$ cat src/rtl/timer_counter.sv
// rtl/timer_counter.sv - memory-mapped programmable down-counter with interrupt
//
// Purpose:
//   Down-counter programmed through word-aligned bridge accesses. One-shot
//   mode holds its interrupt until software rewrites CTRL or PRESET; periodic
//   mode (Mode 1) reloads from PRESET and emits a one-cycle interrupt pulse.
//
// Register map (addr[3:2]):
//   0 CTRL   [0] Enable, [2:1] Mode, [3] IM (interrupt mask); [31:4] read 0
//   1 PRESET read/write reload value
//   2 COUNT  read-only current count
//   3 reserved, reads 0, writes ignored
//
// Ports:
//   clk           system clock, all state updates on posedge
//   reset         synchronous, active-high reset
//   addr          byte address, only addr[3:2] decoded
//   write_enable  bridge-gated store to this device this cycle
//   write_data    store data
//   read_data     combinational read of the selected register
//   IRQ           interrupt request (CTRL.IM & irq_flag)

module timer_counter #(
  parameter int COUNT_W = 32
) (
  input  logic        clk,
  input  logic        reset,
  input  logic [31:0] addr,
  input  logic        write_enable,
  input  logic [31:0] write_data,
  output logic [31:0] read_data,
  output logic        IRQ
);

  localparam logic [1:0] ADDR_CTRL   = 2'd0;
  localparam logic [1:0] ADDR_PRESET = 2'd1;
  localparam logic [1:0] ADDR_COUNT  = 2'd2;

  localparam logic [COUNT_W-1:0] ONE = COUNT_W'(1);

  typedef enum logic [1:0] {
    IDLE,
    LOAD,
    CNT,
    INT
  } state_t;

  state_t             state;
  state_t             state_nxt;
  logic               ctrl_en;
  logic               en_nxt;
  logic [1:0]         ctrl_mode;
  logic               ctrl_im;
  logic [COUNT_W-1:0] preset;
  logic [COUNT_W-1:0] count;
  logic [COUNT_W-1:0] count_nxt;
  logic               irq_flag;
  logic               flag_nxt;

  logic [1:0]         sel;
  logic               cpu_wr;
  logic [31:0]        preset_ext;
  logic [31:0]        count_ext;
  logic               unused_addr_bits;

  assign sel              = addr[3:2];
  assign unused_addr_bits = ^{addr[31:4], addr[1:0]};

  // Only CTRL and PRESET writes take effect; COUNT and reserved writes are
  // dropped and let the counter keep running.
  assign cpu_wr = write_enable && ((sel == ADDR_CTRL) || (sel == ADDR_PRESET));

  // Next state of the counter when no CPU write preempts it.
  always_comb begin
    state_nxt = state;
    count_nxt = count;
    flag_nxt  = irq_flag;
    en_nxt    = ctrl_en;
    case (state)
      IDLE: begin
        if (ctrl_en) state_nxt = LOAD;
      end
      LOAD: begin
        count_nxt = preset;
        state_nxt = CNT;
      end
      CNT: begin
        if (!ctrl_en) begin
          state_nxt = IDLE;
        end else if (count > ONE) begin
          count_nxt = count - ONE;
        end else begin
          // PRESET of 0 lands here too, so it behaves like PRESET of 1.
          count_nxt = '0;
          flag_nxt  = 1'b1;
          state_nxt = INT;
        end
      end
      INT: begin
        if (ctrl_mode == 2'd1) begin
          flag_nxt  = 1'b0;
          state_nxt = LOAD;
        end else begin
          en_nxt    = 1'b0;
          state_nxt = IDLE;
        end
      end
      default: state_nxt = IDLE;
    endcase
  end

  always_ff @(posedge clk) begin
    if (reset) begin
      state     <= IDLE;
      ctrl_en   <= 1'b0;
      ctrl_mode <= 2'd0;
      ctrl_im   <= 1'b0;
      preset    <= '0;
      count     <= '0;
      irq_flag  <= 1'b0;
    end else if (cpu_wr) begin
      // A software write overrides every counter update this cycle,
      // including the one-shot Enable auto-clear.
      if (sel == ADDR_CTRL) begin
        ctrl_en   <= write_data[0];
        ctrl_mode <= write_data[2:1];
        ctrl_im   <= write_data[3];
      end else begin
        preset <= write_data[COUNT_W-1:0];
      end
      irq_flag <= 1'b0;
      state    <= IDLE;
    end else begin
      state    <= state_nxt;
      count    <= count_nxt;
      irq_flag <= flag_nxt;
      ctrl_en  <= en_nxt;
    end
  end

  always_comb begin
    preset_ext              = '0;
    preset_ext[COUNT_W-1:0] = preset;
    count_ext               = '0;
    count_ext[COUNT_W-1:0]  = count;
  end

  always_comb begin
    read_data = '0;
    case (sel)
      ADDR_CTRL:   read_data = {28'd0, ctrl_im, ctrl_mode, ctrl_en};
      ADDR_PRESET: read_data = preset_ext;
      ADDR_COUNT:  read_data = count_ext;
      default:     read_data = '0;
    endcase
  end

  assign IRQ = ctrl_im & irq_flag;

endmodule

$ cat config.mk
export PLATFORM = sky130hd
export DESIGN_NAME = timer_counter
export DESIGN_NICKNAME = d
export VERILOG_FILES = /design/src/rtl/timer_counter.sv
export SDC_FILE = /design/constraint.sdc
export NUM_CORES = 1
export LEC_CHECK = 0
export CAP_MARGIN = 20
export CORE_MARGIN = 2
export CORE_UTILIZATION = 54
export CTS_CLUSTER_DIAMETER = 30
export DETAILED_ROUTE_END_ITERATION = 10
export GPL_TIMING_DRIVEN = 0
export PLACE_DENSITY = 0.95
export SLEW_MARGIN = 25
export SYNTH_ARGS = -nofsm -noshare
export SYNTH_HDL_FRONTEND = slang
export SYNTH_SLANG_ARGS = --single-unit
$ cat constraint.sdc
create_clock -name clk -period 6.3 [get_ports clk]
set_clock_uncertainty 0.2 [all_clocks]
set_input_delay 1.89 -clock clk [delete_from_list [all_inputs] [get_ports clk]]
set_output_delay 1.89 -clock clk [all_outputs]
set_load 0.05 [all_outputs]
==> results_dict.tcl, run 1 <==
set metrics [dict create \
    status "complete, no violations" \
    yosys_warnings 0 \
    route.detailed.drc 0 \
    fillCellCount 674 \
    cts_buffers 9 \
    cts_tree "done" \
    cts_max_level 3 \
    start_util_pct 54.7 \
    synth.avg_cell_area_um2 7.60 \
    critPathCaptureType "primary output" \
    synthCells 548 \
    syn_nets 621 \
    grt_max_degree 14 \
    io_pins 100 \
    placed_cell_area_um2 4960 \
    hold_violations 0 \
    finalSetupViolCount 0 \
    clkTransAtPathRegs_ns 0.08 \
    grt_overflow 0 \
    critical_path_class "input port to primary output" \
    syn_to_final_growth_pct 25.5 \
    rsz0062_at_grt "no" \
    synth_seq_cells 71 \
    cp.arrival_ns 4.15 \
    final_nets 699 \
    worstPathMaxFanout 10 \
    dr_total_vias 5034 \
    postCtsSetupRepairBufs 0 \
    drv_cap 0 \
    synth_edf_count 0 \
    clock_sinks 71 \
    viasPerCell 6.87 \
    drt_iter0_markers 761 \
    timing.fmax_ghz 0.160 \
    antenna_found_initial 0 \
    grt_first_pass_wirelength_mm 25.3 \
    worstSkewPairLatency_ns 0.36 \
    drtAntennaViolNets 0 \
    grt_pass1_vias 4832 \
    clock-root-buffer "clkbuf_8" \
    synth_cell_types 50 \
    async_flop_share_pct 0 \
    worstMarginPinSlew_ns 0.788 \
    p_sw_share_pct 33.4 \
    leakagePower_nw 1.93 \
    start_kind "input port" \
    power_switching_uw 415 \
    drt_wl_total_mm 16.2 \
    fin_crit_ns 6.24 \
    power.total_mw 1.24 \
    hp-class "flop to flop" \
    final-max-slew-violation-count 0 \
    vdd_drop_max_uv 161 \
    ys.flop_type "dfxtp_1" \
    die_h_um 91.8 \
    first_pass_iters 5 \
    postLayoutCoreUtil_pct 68.7 \
    wl_per_cell_um 22.1 \
    die_area_um2 8430 \
    crit_required_ns 4.21 \
    antenna_cells 0 \
    rows 32 \
    die_x_um 91.8 \
    hpwl_mm 11.5 \
    drive_above_1_share_pct 6.34 \
    cts_buffer_depth 2 \
    seq_area_frac_synth_pct 34.1 \
    synth.cell_area_um2 4160 \
    core-area_um2 7610 \
    gp_congestion 1.00 \
    internal-power_uw 829 \
    port_buffers 67 \
    pwr-share-comb_pct 24.1 \
    relSlewSlack_pct 47.4 \
    p_seq_share_pct 38.1 \
    postLayoutCellArea_um2 5230 \
    fin_tns_setup_ns 0 \
    p_per_area_nw_per_um2 238 \
    period_share_pct 99.0 \
    grt.total_usage_pct 38.5 \
    power_frac_clock_pct 37.8 \
]
[layer usage]
layer  GRT usage (%)  wire (um)  vias up
li1                -          -     2193
met1            48.0       6150     2325
met2            59.4       6930      411
met3            11.9       2180      105
met4            20.6        923        0
met5               0          0        -
[per-stage QoR]
| step | std cells | setup slack [ns] | hold WS (ns) |
|---|---|---|---|
| 2_1_floorplan | 548 | 0.879 | 0.245 |
| 3_3_place_gp | 717 | -0.115 | 0.255 |
| 3_5_place_dp | 717 | -0.127 | 0.263 |
| 4_1_cts | 733 | 0.112 | 0.273 |
| 5_1_grt | 733 | 0.0180 | 0.295 |
| 6_report | 733 | 0.0612 | 0.269 |
[placed cells by master (no fill, tap or decap), types with 17 or more instances in the layout]
cell             count
clkbuf_1            37
dfxtp_1             71
and3_1              18
nand2_1             88
nor3_1              17
a21oi_1             58
nor4_1              17
nand3_1             21
a22o_1              28
clkdlybuf4s50_1     66
a31oi_1             26
inv_1               18
[cells by family after synthesis]
kind of cell	count (synthesis)	synth area share, %
buffers and inverters	71	6.82
AND/OR/NAND/NOR	226	28.7
AO/OA/AOI/OAI	169	27.4
flip-flops	71	34.1
multiplexers	5	1.20
adder cells (fa/ha/maj)	6	1.80
[area by class of cell]
| type | instances | area, um2 | area share, % |
|---|---|---|---|
| Clock buffer | 10 | 138 | 2.63 |
| Tap cell | 102 | 128 | 2.44 |
| Inverter | 18 | 67.6 | 1.29 |
| Clock inverter | 6 | 116 | 2.23 |
| Multi-Input combinational cell | 406 | 2460 | 47.0 |
| Sequential cell | 71 | 1420 | 27.2 |
| Buffer | 53 | 224 | 4.29 |
| Timing Repair Buffer | 67 | 673 | 12.9 |
[cell usage after synthesis (6+ instances only)]
library cell,number,area (um2)
nand2_1,88,330
nor2_1,15,56.3
inv_1,18,67.6
and3_1,18,113
o21ai_0,8,40.0
nor4_1,17,106
clkbuf_1,41,154
o32ai_1,10,87.6
a21oi_1,58,290
o211ai_1,9,67.6
nor2b_1,11,68.8
buf_2,8,40.0
a22o_1,28,245
a31oi_1,26,163
nand3_1,21,105
dfxtp_1,71,1420
nor3_1,17,85.1
ha_1,6,75.1
[repair_timing]
action | 4_1_cts | 5_1_grt
hold buffers | 0 | 0
resized for setup | 5 | 3
endpoints found under the setup margin | 30 | 4
[worst max-delay path, cell delays in order]
cell,delay [ns]
clkbuf_1,0.28
nor2b_1,0.18
clkbuf_1,0.34
clkbuf_2,0.41
a22o_1,0.23
clkdlybuf4s50_1,0.82
[power groups by stage]
stage / Sequential [mW] / Clock, mW / Combinational (mW)
after floorplan: 0.478 / 0 / 0.177
after global placement: 0.482 / 0 / 0.281
final: 0.474 / 0.471 / 0.300
after global routing: 0.475 / 0.482 / 0.313
after detailed placement: 0.483 / 0 / 0.284
after CTS: 0.473 / 0.469 / 0.286
[worst paths after layout]
kind	depth (start not counted)	to	startpoint	slack [ns]
max	6	read_data[5]	addr[2]	0.06
min	2	preset[26]	preset[26]	0.27
max reg2reg	9	count[11]	state[0]	3.12
min reg2reg	2	preset[26]	preset[26]	0.27
[registers in the layout, summed over array words and instances (netlist names)]
name / flops
count: 32
preset: 32
ctrl_mode: 2
state: 2
ctrl_en: 1
ctrl_im: 1
irq_flag: 1
Note: power is estimated with default switching activity, not from simulation.
==> run 2, diff against run 1 <==
--- a/config.mk
+++ b/config.mk
@@ -7,11 +7,10 @@
 export LEC_CHECK = 0
 export CAP_MARGIN = 20
 export CORE_MARGIN = 2
-export CORE_UTILIZATION = 54
-export CTS_CLUSTER_DIAMETER = 30
+export CORE_UTILIZATION = 50
 export DETAILED_ROUTE_END_ITERATION = 10
 export GPL_TIMING_DRIVEN = 0
-export PLACE_DENSITY = 0.95
+export PLACE_DENSITY = 0.91
 export SLEW_MARGIN = 25
 export SYNTH_ARGS = -nofsm -noshare
 export SYNTH_HDL_FRONTEND = slang
==> constraint.sdc (replaced) <==
create_clock -name clk -period 6.74 [get_ports clk]
set_clock_uncertainty 0.2 [all_clocks]
set_input_delay 2.022 -clock clk [delete_from_list [all_inputs] [get_ports clk]]
set_output_delay 2.022 -clock clk [all_outputs]
set_load 0.05 [all_outputs]
==> results_dict.tcl, run 2 (same netlist as run 1, synthesis figures left out) <==
set metrics [dict create \
    route.detailed.drc 0 \
    cts_max_level 3 \
    dr_total_vias 4855 \
    syn_to_final_growth_pct 24.5 \
    port_buffers 67 \
    grt_pass1_vias 4522 \
    gp_congestion 0.992 \
    worstSkewPairLatency_ns 0.36 \
    place_worst_setup_slack_ns -0.0642 \
    layout_commonest_cell "nand2_1" \
    critical_path_class "input port to primary output" \
    p_per_area_nw_per_um2 214 \
    fin_crit_ns 6.64 \
    postLayoutCoreUtil_pct 63.7 \
    drt_wl_total_mm 15.8 \
    die_area_um2 9070 \
    hold_violations 0 \
    critPathCaptureType "primary output" \
    drt_iter0_markers 687 \
    setup_slack_ns 0.0959 \
    worstMarginPinSlew_ns 0.748 \
    leakagePower_nw 1.88 \
    hpwl_mm 11.1 \
    antenna_cells 0 \
    cts_buffers 9 \
    rsz0062_at_grt "no" \
    postLayoutCellArea_um2 5180 \
    finalSetupViolCount 0 \
    wl_per_cell_um 21.5 \
    cp.arrival_ns 4.42 \
    grt.total_usage_pct 35.4 \
    worstPathMaxFanout 10 \
    first_pass_iters 6 \
    vdd_drop_max_uv 123 \
    grt_first_pass_wirelength_mm 24.5 \
    io_pins 100 \
    timing.fmax_ghz 0.151 \
    die_x_um 95.2 \
    grt_overflow 0 \
    dp_cells 720 \
    clkTransAtPathRegs_ns 0.08 \
    drv_cap 0 \
    antenna_found_initial 0 \
    cts_tree "done" \
    drive_above_1_share_pct 6.02 \
    drtAntennaViolNets 0 \
    final-max-slew-violation-count 0 \
    fin_tns_setup_ns 0 \
    die_h_um 95.2 \
    start_kind "input port" \
    cts_buffer_depth 2 \
    mostFrequentLayoutCells "nand2_1 (88), dfxtp_1 (71), clkdlybuf4s50_1 (67), a21oi_1 (58), clkbuf_1 (39)" \
    hp-class "flop to flop" \
    status "complete, no violations" \
    postCtsSetupRepairBufs 0 \
    viasPerCell 6.60 \
    relSlewSlack_pct 50.1 \
    grt_max_degree 13 \
    placed_cell_area_um2 4960 \
    clock-root-buffer "clkbuf_8" \
    rows 33 \
    top_regs "count: 32 flops, preset: 32 flops" \
    clock_sinks 71 \
    core-area_um2 8130 \
    stdcell_count 736 \
    crit_required_ns 4.52 \
    period_share_pct 98.6 \
    start_util_pct 51.2 \
    final_nets 699 \
]
[run 2: final cells by class]
class | instances | area [um2]
fill | 738 | 2950
multi-input combinational | 406 | 2460
sequential | 71 | 1420
timing repair buffer | 67 | 671
buffer | 53 | 223
tap | 105 | 131
clock buffer | 10 | 128
clock inverter | 6 | 85.1
inverter | 18 | 67.6
[run 2: path summary, 6_finish.rpt]
path	endpoint	from	cells past startpoint	slack [ns]
worst min register to register	preset[28]	preset[28]	2	0.28
worst min-delay path	preset[28]	preset[28]	2	0.28
worst max-delay path	read_data[16]	addr[3]	6	0.1
worst max register to register	count[14]	state[0]	9	3.57
[run 2: timing repair]
item                                    CTS  global route
endpoints found under the setup margin   10            26
gates cloned                              0             0
hold buffers                              0             0
gates resized for setup                   1             7
pin swaps                                 0             0
[run 2: critical path: stages]
cell	delay, ns
buf_2	0.18
nor2b_1	0.15
clkbuf_1	0.58
buf_2	0.47
a22o_1	0.21
clkdlybuf4s50_1	0.81
[run 2: routing by layer]
metal / vias up / track usage (%) / wire length [um]
met3: 62 / 8.30 / 1930
met1: 2246 / 47.9 / 6270
met5: - / 4.76 / 54
met4: 2 / 15.2 / 499
li1: 2182 / - / -
met2: 363 / 53.5 / 7030
[run 2: power by group]
part | total (mW) | internal [mW] | switching (mW)
registers | 0.442 | 0.430 | 0.0122
logic | 0.277 | 0.0854 | 0.191
clock network | 0.391 | 0.207 | 0.183
[run 2: through the flow]
step	hold WS [ns]	power, mW
global placement	0.259	0.712
CTS	0.275	1.09
detailed placement	0.263	0.715
floorplan	0.245	0.613
finish	0.275	1.11
global route	0.302	1.14
